$ cat src/rtl/riscv_pkg.sv
// Shared RV32-subset definitions: opcode constants and register-address width.
// The control decoder and the hazard unit both decode against these values.
package riscv_pkg;

  localparam int REG_AW = 5;

  localparam logic [6:0] OP_R   = 7'b0110011;
  localparam logic [6:0] OP_I   = 7'b0010011;
  localparam logic [6:0] OP_LW  = 7'b0000011;
  localparam logic [6:0] OP_SW  = 7'b0100011;
  localparam logic [6:0] OP_BEQ = 7'b1100011;

  // Register-usage class of one instruction, as seen by the hazard logic.
  typedef struct packed {
    logic uses_rs1;
    logic uses_rs2;
    logic writes_rd;
    logic is_load;
  } op_class_t;

endpackage

$ cat src/rtl/hazard_op_decode.sv
// Opcode classifier: which register fields an instruction reads and writes.
// Unknown opcodes (including all-zero bubbles) classify as using nothing.
module hazard_op_decode
  import riscv_pkg::*;
(
  input  logic [6:0] op,
  output op_class_t  cls
);

  // Pure lookup from opcode to register-usage flags.
  always_comb begin
    cls = '0;
    unique case (op)
      OP_R: begin
        cls.uses_rs1  = 1'b1;
        cls.uses_rs2  = 1'b1;
        cls.writes_rd = 1'b1;
      end
      OP_I: begin
        cls.uses_rs1  = 1'b1;
        cls.writes_rd = 1'b1;
      end
      OP_LW: begin
        cls.uses_rs1  = 1'b1;
        cls.writes_rd = 1'b1;
        cls.is_load   = 1'b1;
      end
      OP_SW: begin
        cls.uses_rs1 = 1'b1;
        cls.uses_rs2 = 1'b1;
      end
      OP_BEQ: begin
        cls.uses_rs1 = 1'b1;
        cls.uses_rs2 = 1'b1;
      end
      default: cls = '0;
    endcase
  end

endmodule

$ cat src/rtl/hazard_detection_unit.sv
// Stall/flush controller for the 5-stage pipeline with branches resolved in ID.
// Tracks the destination/load info of the instructions now in EX and MEM,
// stalls ID on load-use and branch-operand hazards, flushes IF/ID on a taken
// branch, and keeps saturating stall/flush counters.
module hazard_detection_unit #(
  parameter int REG_AW = riscv_pkg::REG_AW,
  parameter int CNT_W  = 32
) (
  input  logic              clk_i,
  input  logic              rst_i,
  input  logic [6:0]        ID_Op_i,
  input  logic [REG_AW-1:0] ID_rs1_i,
  input  logic [REG_AW-1:0] ID_rs2_i,
  input  logic [REG_AW-1:0] ID_rd_i,
  input  logic              Branch_taken_i,
  output logic              NoOp_o,
  output logic              Stall_o,
  output logic              PCWrite_o,
  output logic              Flush_o,
  output logic [CNT_W-1:0]  stall_cnt_o,
  output logic [CNT_W-1:0]  flush_cnt_o
);

  import riscv_pkg::*;

  localparam logic [CNT_W-1:0] CNT_MAX = '1;

  op_class_t         id_cls;

  // Shadow of the EX and MEM stages (only what the hazard checks need)
  logic [REG_AW-1:0] ex_rd_reg;
  logic              ex_wr_reg;
  logic              ex_ld_reg;
  logic [REG_AW-1:0] mem_rd_reg;
  logic              mem_ld_reg;

  logic              is_beq;
  logic              match_ex;
  logic              match_mem;
  logic              h_lu;
  logic              h_ba;
  logic              h_bl;
  logic              hz;
  logic              flush_raw;

  logic [CNT_W-1:0]  stall_cnt_reg;
  logic [CNT_W-1:0]  flush_cnt_reg;

  hazard_op_decode u_op_decode (
    .op  (ID_Op_i),
    .cls (id_cls)
  );

  // Hazard detection against the in-flight producers; x0 never matches.
  always_comb begin
    is_beq    = (ID_Op_i == OP_BEQ);
    match_ex  = (ex_rd_reg != '0) &&
                (((ex_rd_reg == ID_rs1_i) && id_cls.uses_rs1) ||
                 ((ex_rd_reg == ID_rs2_i) && id_cls.uses_rs2));
    match_mem = (mem_rd_reg != '0) &&
                (((mem_rd_reg == ID_rs1_i) && id_cls.uses_rs1) ||
                 ((mem_rd_reg == ID_rs2_i) && id_cls.uses_rs2));
    h_lu      = ex_ld_reg && match_ex;
    h_ba      = is_beq && ex_wr_reg && !ex_ld_reg && match_ex;
    h_bl      = is_beq && mem_ld_reg && match_mem;
    hz        = h_lu || h_ba || h_bl;
    // A branch held by a stall must not flush until its operands are ready.
    flush_raw = Branch_taken_i && is_beq && !hz;
  end

  // Pipeline control outputs; everything is held inactive during reset.
  always_comb begin
    NoOp_o    = 1'b0;
    Stall_o   = 1'b0;
    PCWrite_o = 1'b0;
    Flush_o   = 1'b0;
    if (!rst_i) begin
      NoOp_o    = hz;
      Stall_o   = hz;
      PCWrite_o = !hz;
      Flush_o   = flush_raw;
    end
  end

  // Shadow advance: ID moves to EX (or a bubble on a stall), EX moves to MEM.
  always_ff @(posedge clk_i) begin
    if (rst_i) begin
      ex_rd_reg  <= '0;
      ex_wr_reg  <= 1'b0;
      ex_ld_reg  <= 1'b0;
      mem_rd_reg <= '0;
      mem_ld_reg <= 1'b0;
    end else begin
      mem_rd_reg <= ex_rd_reg;
      mem_ld_reg <= ex_ld_reg;
      if (hz) begin
        ex_rd_reg <= '0;
        ex_wr_reg <= 1'b0;
        ex_ld_reg <= 1'b0;
      end else begin
        ex_rd_reg <= ID_rd_i;
        ex_wr_reg <= id_cls.writes_rd;
        ex_ld_reg <= id_cls.is_load;
      end
    end
  end

  // Saturating performance counters; they stick at all-ones instead of wrapping.
  always_ff @(posedge clk_i) begin
    if (rst_i) begin
      stall_cnt_reg <= '0;
      flush_cnt_reg <= '0;
    end else begin
      if (hz && (stall_cnt_reg != CNT_MAX)) begin
        stall_cnt_reg <= stall_cnt_reg + CNT_W'(1);
      end
      if (flush_raw && (flush_cnt_reg != CNT_MAX)) begin
        flush_cnt_reg <= flush_cnt_reg + CNT_W'(1);
      end
    end
  end

  assign stall_cnt_o = stall_cnt_reg;
  assign flush_cnt_o = flush_cnt_reg;

endmodule

$ cat config.mk
export PLATFORM = sky130hd
export DESIGN_NAME = hazard_detection_unit
export DESIGN_NICKNAME = d
export VERILOG_FILES = /design/src/rtl/riscv_pkg.sv /design/src/rtl/hazard_op_decode.sv /design/src/rtl/hazard_detection_unit.sv
export SDC_FILE = /design/constraint.sdc
export NUM_CORES = 1
export LEC_CHECK = 0
export BUFFER_PORTS_ARGS = -buffer_cell sky130_fd_sc_hd__buf_2
export CORE_ASPECT_RATIO = 1.75
export CORE_MARGIN = 2
export CORE_UTILIZATION = 50
export DETAILED_ROUTE_END_ITERATION = 7
export GPL_TIMING_DRIVEN = 1
export MAX_ROUTING_LAYER = met4
export PLACE_DENSITY = 0.86
export SETUP_SLACK_MARGIN = 0.4
export SLEW_MARGIN = 0
export SYNTH_ARGS = -nofsm -noshare
export SYNTH_HDL_FRONTEND = slang
export SYNTH_SLANG_ARGS = --single-unit
$ cat constraint.sdc
create_clock -name clk_i -period 3.7 [get_ports clk_i]
set_input_delay 0.37 -clock clk_i [delete_from_list [all_inputs] [get_ports clk_i]]
set_output_delay 0.37 -clock clk_i [all_outputs]
set_load 0.02 [all_outputs]
-- After elaboration in Yosys (flattened, before gate mapping)
Index checks and enable logic that the tools add are counted.
W data, S select, Z words.
- multiplexer cells: 7
- add/subtract/negate cells: 2
- reduce and logical (&&, ||, !) cells: 28
- eq/ne operators: 11
- operator list (kind ; number):
    $add A32 B1 Y32 const B ; 2
    $ne A32 B32 Y1 const B ; 2
    $eq A5 B5 Y1 ; 4
    $logic_and A1 B1 Y1 ; 16
    $eq A7 B6 Y1 const B ; 2
    $reduce_bool A5 Y1 ; 2
    $eq A7 B2 Y1 const B ; 1
    $eq A7 B5 Y1 const B ; 1
    $eq A7 B7 Y1 const B ; 1
    $mux W1 ; 7
    $reduce_or A3 Y1 ; 2
    $reduce_or A5 Y1 ; 1
    $logic_or A1 B1 Y1 ; 4
    $logic_not A1 Y1 ; 2
    $reduce_or A2 Y1 ; 1
- input port bits: 25
- word-level logic and storage cells: 55
- flip-flop bits (word level): 77

-- Longest topological paths before layout
Gate-level depths: netlist of the first run.
- depth after elaboration: 12
- mapped depth: 10

-- Hierarchy
From an unflattened synthesis of the first run, not the netlist that was laid out.
- cell total of the unflattened synthesis: 453
- area total of the unflattened synthesis: 3912.5 um^2
- modules (own cells, without submodules) (module ; area each (um^2) ; sequential area each (um^2) ; cells each ; instances):
    hazard_detection_unit ; 3832.4 ; 1541.5 ; 446 ; 1
    hazard_op_decode ; 80.1 ; 0.0 ; 7 ; 1

-- Least setup slack after synthesis of the first run
OpenSTA, ideal clock, no wires.
- kind: reg2reg
- start: reg stall_cnt_reg[0], in the netlist stall_cnt_o[0]
- end: reg stall_cnt_reg[1], in the netlist stall_cnt_o[1]
- arrival time: 2.487 ns
- data required time: 3.572 ns
- path slack: 1.085 ns
- period minus slack after synthesis: 2.615 ns
- cell stages (with the launch flop): 11
- path through: dfxtp_1 > ha_1 > nand2_1 > or4_1 > buf_2 > nand2b_4 > o22ai_2 > buf_2 > buf_4 > mux2i_1 > nor2_1
- word-level cells in the longest chain between the ends: 2
- elaborated cells on any way between the ends: 3
- those cells by class: 1 x add/sub; 1 x eq/ne; 1 x reduce/logical
- ends and longest elaborated chain (item ; RTL line ; text):
    from (decl) ; hazard_detection_unit.sv:46 ; logic [CNT_W-1:0] stall_cnt_reg;
    from (signal assigned) ; hazard_detection_unit.sv:115 ; stall_cnt_reg <= stall_cnt_reg + CNT_W'(1);
    parallel branches: the longest is 2 deep, another holds $add A32 B1 Y32 ; - ;
Several ways; the timed one is not identified.
A chain may end at the register's enable or synchronous reset.

-- Worst setup path in the final report of the first run
- start: reg stall_cnt_reg[0], in the netlist stall_cnt_o[0]
- end: reg stall_cnt_reg[16], in the netlist stall_cnt_o[16]
Same word-level chain as after synthesis.

==> impl_metrics.ini, run 1 <==
[yosys]
synthFlopType = dfxtp_1
async_flop_share_pct = 0
synth_cell_types = 50
syn_area_mm2 = 0.00401
synth_fp_nets = 501
yosysWarnings = 0
yosysSeqAreaShare_pct = 38.4
avgSynthCellArea_um2 = 8.46
synth_cells = 474
synth_seq_cells = 77
synth_edf_count = 0

[route]
wirelength_mm = 10.3
viasPerCell = 6.11
drc = 0
wl_per_cell_um = 15.7
drt-pass1-iter-count = 5
antenna_left = 0
drt_iter0_drc = 296
vias = 4008

[sta]
period_minus_slack_ns = 2.91
finalSetupViolCount = 0
skew_ns = 0.00460
period_share_pct = 78.7
maxSlewViolCount = 0
setup_tns_ns = 0
relSlewSlack_pct = 20.3
tightest_slew_ns = 1.18
fmax_mhz = 343
rsz0062_at_grt = false
hold_viol = 0

[pwr]
vdd_drop_max_mv = 0.279
switching_share_pct = 21.7
power.leakage_nw = 1.80
p_clk_share_pct = 46.2
powerDensity_mw_per_mm2 = 355
p_comb_share_pct = 4.4
power_switching_mw = 0.369
p_int_mw = 1.33
seqPwrFrac_pct = 49.4

[critical_path]
slowest_delay_ns = 0.71
slowest_stage = or4_1
worstPathCellList = ha_1 -> nand2_1 -> or4_1 -> nand2b_4 -> or2_1 -> o21ai_0 -> or4_1 -> a21oi_1
critPathLaunchType = register
crit_family = simple AND/OR/NAND/NOR gates
endpoint_kind = register
critPathBufInv = 0
worstPathRequired_ns = 3.89
worst-setup-path-type = register to register
cp_max_fo = 12
crit_top_cell = or4_1
cp.arrival_ns = 3.10

[global_routing]
grt_pass1_vias = 3699
grt-ovfl-total = 0
antenna_found_initial = 0
grt_max_degree = 50
gr-usage-all-layers_pct = 24.4
grt_pass1_wl_mm = 16.6

[finish]
fill_cells = 677
regArea_mm2 = 0.00154
drive_above_1_share_pct = 23.0
fin_util_pct = 61.0
area.growth.synth_to_final_pct = 19.4
fin_nets = 589
n_antenna_cell = 0
multiInputGateArea_mm2 = 0.00234

[floorplan]
rows = 43
dieWidth_um = 71.7
start_util_pct = 51.1
die_area_mm2 = 0.00878
design.portCount = 93
fp.coreArea_mm2 = 0.00786
die_y_um = 122

[clock_tree]
clock-root-buffer = clkbuf_16
hold_buffers = 0
ctsResizeCount = 0
cts_tree = yes
clk_latency_ns = 0.33
clkTransAtPathRegs_ns = 0.05
numCtsBuffers = 9
htree_levels = 3
cts_setup_buffers = 0
cts_sinks = 77
clk_path_buf_depth = 2

[run]
drv_cap = 0

[place]
io_buffers = 92
routabilityCongestion = 0.889
hpwlAfterDp_mm = 7.53

[hold_path]
hp-class = input pin to register

[status]
status = complete, no violations
==> routing by layer <==
layer  vias up  GRT usage (%)  part of all wire [%]  routed length, um
li1       1926              -                     -                  -
met1      1927           24.9                    39               3970
met2       133           44.3                    54               5590
met3        22           5.25                   4.6                474
met4         0           9.91                   2.3                240
met5         -              -                     0                  0
==> worst paths after layout <==
check	start	end	slack (ns)	cells past startpoint
max	stall_cnt_o[0]	stall_cnt_o[16]	0.79	8
min	ID_rd_i[2]	ex_rd_reg[2]	0.24	2
max reg2reg	stall_cnt_o[0]	stall_cnt_o[16]	0.79	8
min reg2reg	ex_ld_reg	mem_ld_reg	0.47	1
==> worst reg2reg max path, stage by stage, from the launching register on <==
cell and delay (ns):
dfxtp_1 0.40, ha_1 0.22, nand2_1 0.13, or4_1 0.71, nand2b_4 0.24, or2_1 0.30
o21ai_0 0.46, or4_1 0.24, a21oi_1 0.08
==> cells by family after synthesis <==
group,share of synthesized area [%]
fa+ha+maj,0.624
xor+xnor,7.86
compound gates,16.9
simple gates,30.9
flops,38.4
buf+inv,3.34
mux,1.93
==> power groups by stage <==
stage | sequential, mW | combinational [mW] | clock, mW
2_1_floorplan | 0.858 | 0.0454 | 0
3_3_place_gp | 0.859 | 0.0724 | 0
3_5_place_dp | 0.859 | 0.0741 | 0
4_1_cts | 0.841 | 0.0752 | 0.803
5_1_grt | 0.842 | 0.0829 | 0.840
6_report | 0.841 | 0.0748 | 0.785
==> stage by stage <==
step / power (mW) / area [um^2] / cells / setup WS (ns) / hold WS, ns
after detailed placement: 0.934 / 4530 / 641 / 0.815 / 0.466
after global routing: 1.76 / 4790 / 656 / 0.638 / 0.234
after CTS: 1.72 / 4790 / 656 / 0.795 / 0.227
after floorplan: 0.903 / 4010 / 474 / 1.09 / 0.439
after global placement: 0.932 / 4530 / 641 / 0.939 / 0.466
final: 1.70 / 4790 / 656 / 0.789 / 0.237
==> layout by cell type (no fill, tap or decap), drive strengths merged, types with 2 or more instances in the layout <==
cell / count
a211oi: 3
a21o: 2
a21oi: 45
and2: 6
and3: 5
and4: 6
buf: 96
clkbuf: 13
clkinv: 2
dfxtp: 77
ha: 2
inv: 13
mux2: 6
nand2: 30
nand2b: 2
nand3: 30
nand3b: 2
nand4: 13
nor2: 33
nor2b: 13
nor3: 16
nor4: 9
o2111ai: 2
o211ai: 2
o21ai: 17
o21ba: 3
o21bai: 3
o31ai: 20
o41ai: 2
or2: 3
or3: 21
or4: 24
xnor2: 20
xor2: 16
==> area by class of cell <==
| class | instances | area share [%] |
|---|---|---|
| Sequential cell | 77 | 32.2 |
| Inverter | 13 | 1.02 |
| Multi-Input combinational cell | 365 | 48.8 |
| Clock buffer | 13 | 5.22 |
| Tap cell | 90 | 2.35 |
| Clock inverter | 2 | 0.209 |
| Timing Repair Buffer | 96 | 10.2 |
==> cell usage after synthesis (5+ instances only) <==
| library cell | count | area (um^2) |
|---|---|---|
| clkbuf_1 | 13 | 48.8 |
| or4_1 | 22 | 165 |
| xor2_1 | 16 | 140 |
| xnor2_1 | 20 | 175 |
| nor4_1 | 9 | 56.3 |
| and4_1 | 6 | 52.6 |
| nor2_1 | 33 | 124 |
| nand2_1 | 30 | 113 |
| nand4_1 | 13 | 81.3 |
| o21ai_0 | 17 | 85.1 |
| nand3_1 | 30 | 150 |
| nor2b_1 | 13 | 81.3 |
| dfxtp_1 | 77 | 1540 |
| inv_1 | 13 | 48.8 |
| and2_1 | 6 | 37.5 |
| a21oi_1 | 44 | 220 |
| or3_1 | 21 | 131 |
| mux2_2 | 6 | 67.6 |
| o31ai_1 | 20 | 150 |
| and3_1 | 5 | 31.3 |
| nor3_1 | 16 | 80.1 |
Note: power is estimated with default switching activity, not from simulation.
==> inputs of run 2 (changes only) <==
CORE_UTILIZATION = 49   (was 50)
PLACE_DENSITY = 0.88   (was 0.86)
clock period = 2.6 ns   (was 3.7 ns; I/O delays follow)
==> impl_metrics.ini, run 2 (synthesis results as in run 1) <==
[sta]
period_share_pct = 94.4
skew_ns = 0.00966
finalSetupViolCount = 0
setup_tns_ns = 0
fmax_mhz = 408
rsz0062_at_grt = true
maxSlewViolCount = 0
hold_viol = 0
relSlewSlack_pct = 58.1
tightest_slew_ns = 0.627
period_minus_slack_ns = 2.45

[clock_tree]
clk_path_buf_depth = 2
clk_latency_ns = 0.34
cts_tree = yes
numCtsBuffers = 9
clkTransAtPathRegs_ns = 0.06
cts_sinks = 77
htree_levels = 3
clock-root-buffer = clkbuf_16

[critical_path]
critPathBufInv = 1
crit_top_cell = or4_4
worst-setup-path-type = register to register
slowest_stage = or4_4
r2r_start = mem_rd_reg[4]
reg2regPathDepth = 7
worstPathCellList = or4_4 -> o211ai_4 -> buf_6 -> o21bai_4 -> or4_4 -> or4_1 -> a21oi_1
cp.arrival_ns = 2.72
slowest_delay_ns = 0.55
endpoint_kind = register
worstPathRequired_ns = 2.86
crit_family = simple AND/OR/NAND/NOR gates
timing.rr.end = flush_cnt_o[6]
critPathLaunchType = register
regToRegSetupSlack_ns = 0.15
cp_max_fo = 3

[finish]
n_antenna_cell = 0
fin_nets = 643
area.growth.synth_to_final_pct = 49.1
drive_above_1_share_pct = 47.7
layout_common_cells = 89 x buf_2, 48 x dfxtp_1, 34 x buf_4
final_common_cell = buf_2

[route]
wl_met2_mm = 7.57
drc = 0
wl_met1_mm = 4.98
viasPerCell = 6.46
dr_wl_met3_um = 921
antenna_left = 0
drt_iter0_drc = 467
vias = 4590
wirelength_mm = 14.1
wl_per_cell_um = 19.9
top_layer = met4
drt-pass1-iter-count = 6

[global_routing]
grt_pass1_wl_mm = 19.3
gr-usage-all-layers_pct = 28.2
grt_pass1_vias = 4115
grt_max_degree = 49
antenna_found_initial = 0
grt-ovfl-total = 0

[floorplan]
dieWidth_um = 72.4
die_area_mm2 = 0.00895
rows = 43
design.portCount = 93
die_y_um = 124
fp.coreArea_mm2 = 0.00796
start_util_pct = 50.4

[hold_path]
hold_end = ex_rd_reg[4]
hold_path_depth = 2
hp-start = ID_rd_i[4]
hp-class = input pin to register

[run]
drv_cap = 0

[pwr]
finalPower_mw = 2.47
power.leakage_nw = 2.22
powerDensity_mw_per_mm2 = 412
vdd_drop_max_mv = 0.469

[place]
io_buffers = 92
hpwlAfterDp_mm = 7.61
routabilityCongestion = 0.906

[status]
status = complete, no violations
## run 2: worst max path at each step
stage / cells after the start / start / endpoint / slack (ns)
after floorplan: 6 / mem_rd_reg[4] / flush_cnt_o[6] / 0.32
after global placement: 8 / ID_Op_i[2] / stall_cnt_o[9] / 0.19
after detailed placement: 8 / ID_Op_i[2] / stall_cnt_o[7] / 0.06
after CTS: 7 / mem_rd_reg[4] / flush_cnt_o[6] / 0.20
after global routing: 7 / mem_rd_reg[4] / flush_cnt_o[6] / 0.11
final: 7 / mem_rd_reg[4] / flush_cnt_o[6] / 0.15
## run 2: metrics by stage
step	hold slack, ns	utilization (%)	std cells	setup WS (ns)	cell area, um^2
2_1_floorplan	0.337	-	474	0.317	4150
3_3_place_gp	0.459	59.1	647	0.194	4700
3_5_place_dp	0.465	59.1	647	0.0622	4700
4_1_cts	0.121	68.9	691	0.197	5490
5_1_grt	0.121	75.1	710	0.109	5980
6_report	0.124	75.1	710	0.146	5980
## run 2: report_power, final
group | internal [mW] | switching, mW | leakage, nW
Clock | 0.665 | 0.483 | 0.129
Sequential | 1.18 | 0.0110 | 0.639
Combinational | 0.0517 | 0.0770 | 1.45
## run 2: repair_timing
item	4_1_cts	5_1_grt
endpoints found under the setup margin	59	66
hold buffers	0	0
gates cloned	4	1
pin swaps	28	35
resized for setup	69	71
buffers inserted	25	18
## run 2: layout make-up
| cell class | instances | area [um^2] |
|---|---|---|
| clock buffer | 13 | 250 |
| clock inverter | 2 | 10.0 |
| fill | 507 | 1980 |
| inverter | 13 | 48.8 |
| multi-input combinational | 369 | 2970 |
| sequential | 77 | 1610 |
| tap | 90 | 113 |
| timing repair buffer | 146 | 981 |
## run 2: per-layer routing
layer / global-route usage (%) / vias to the layer above
li1: - / 2060
met1: 29.7 / 2203
met2: 48.3 / 271
met3: 5.99 / 56
met4: 16.0 / 0
met5: - / -
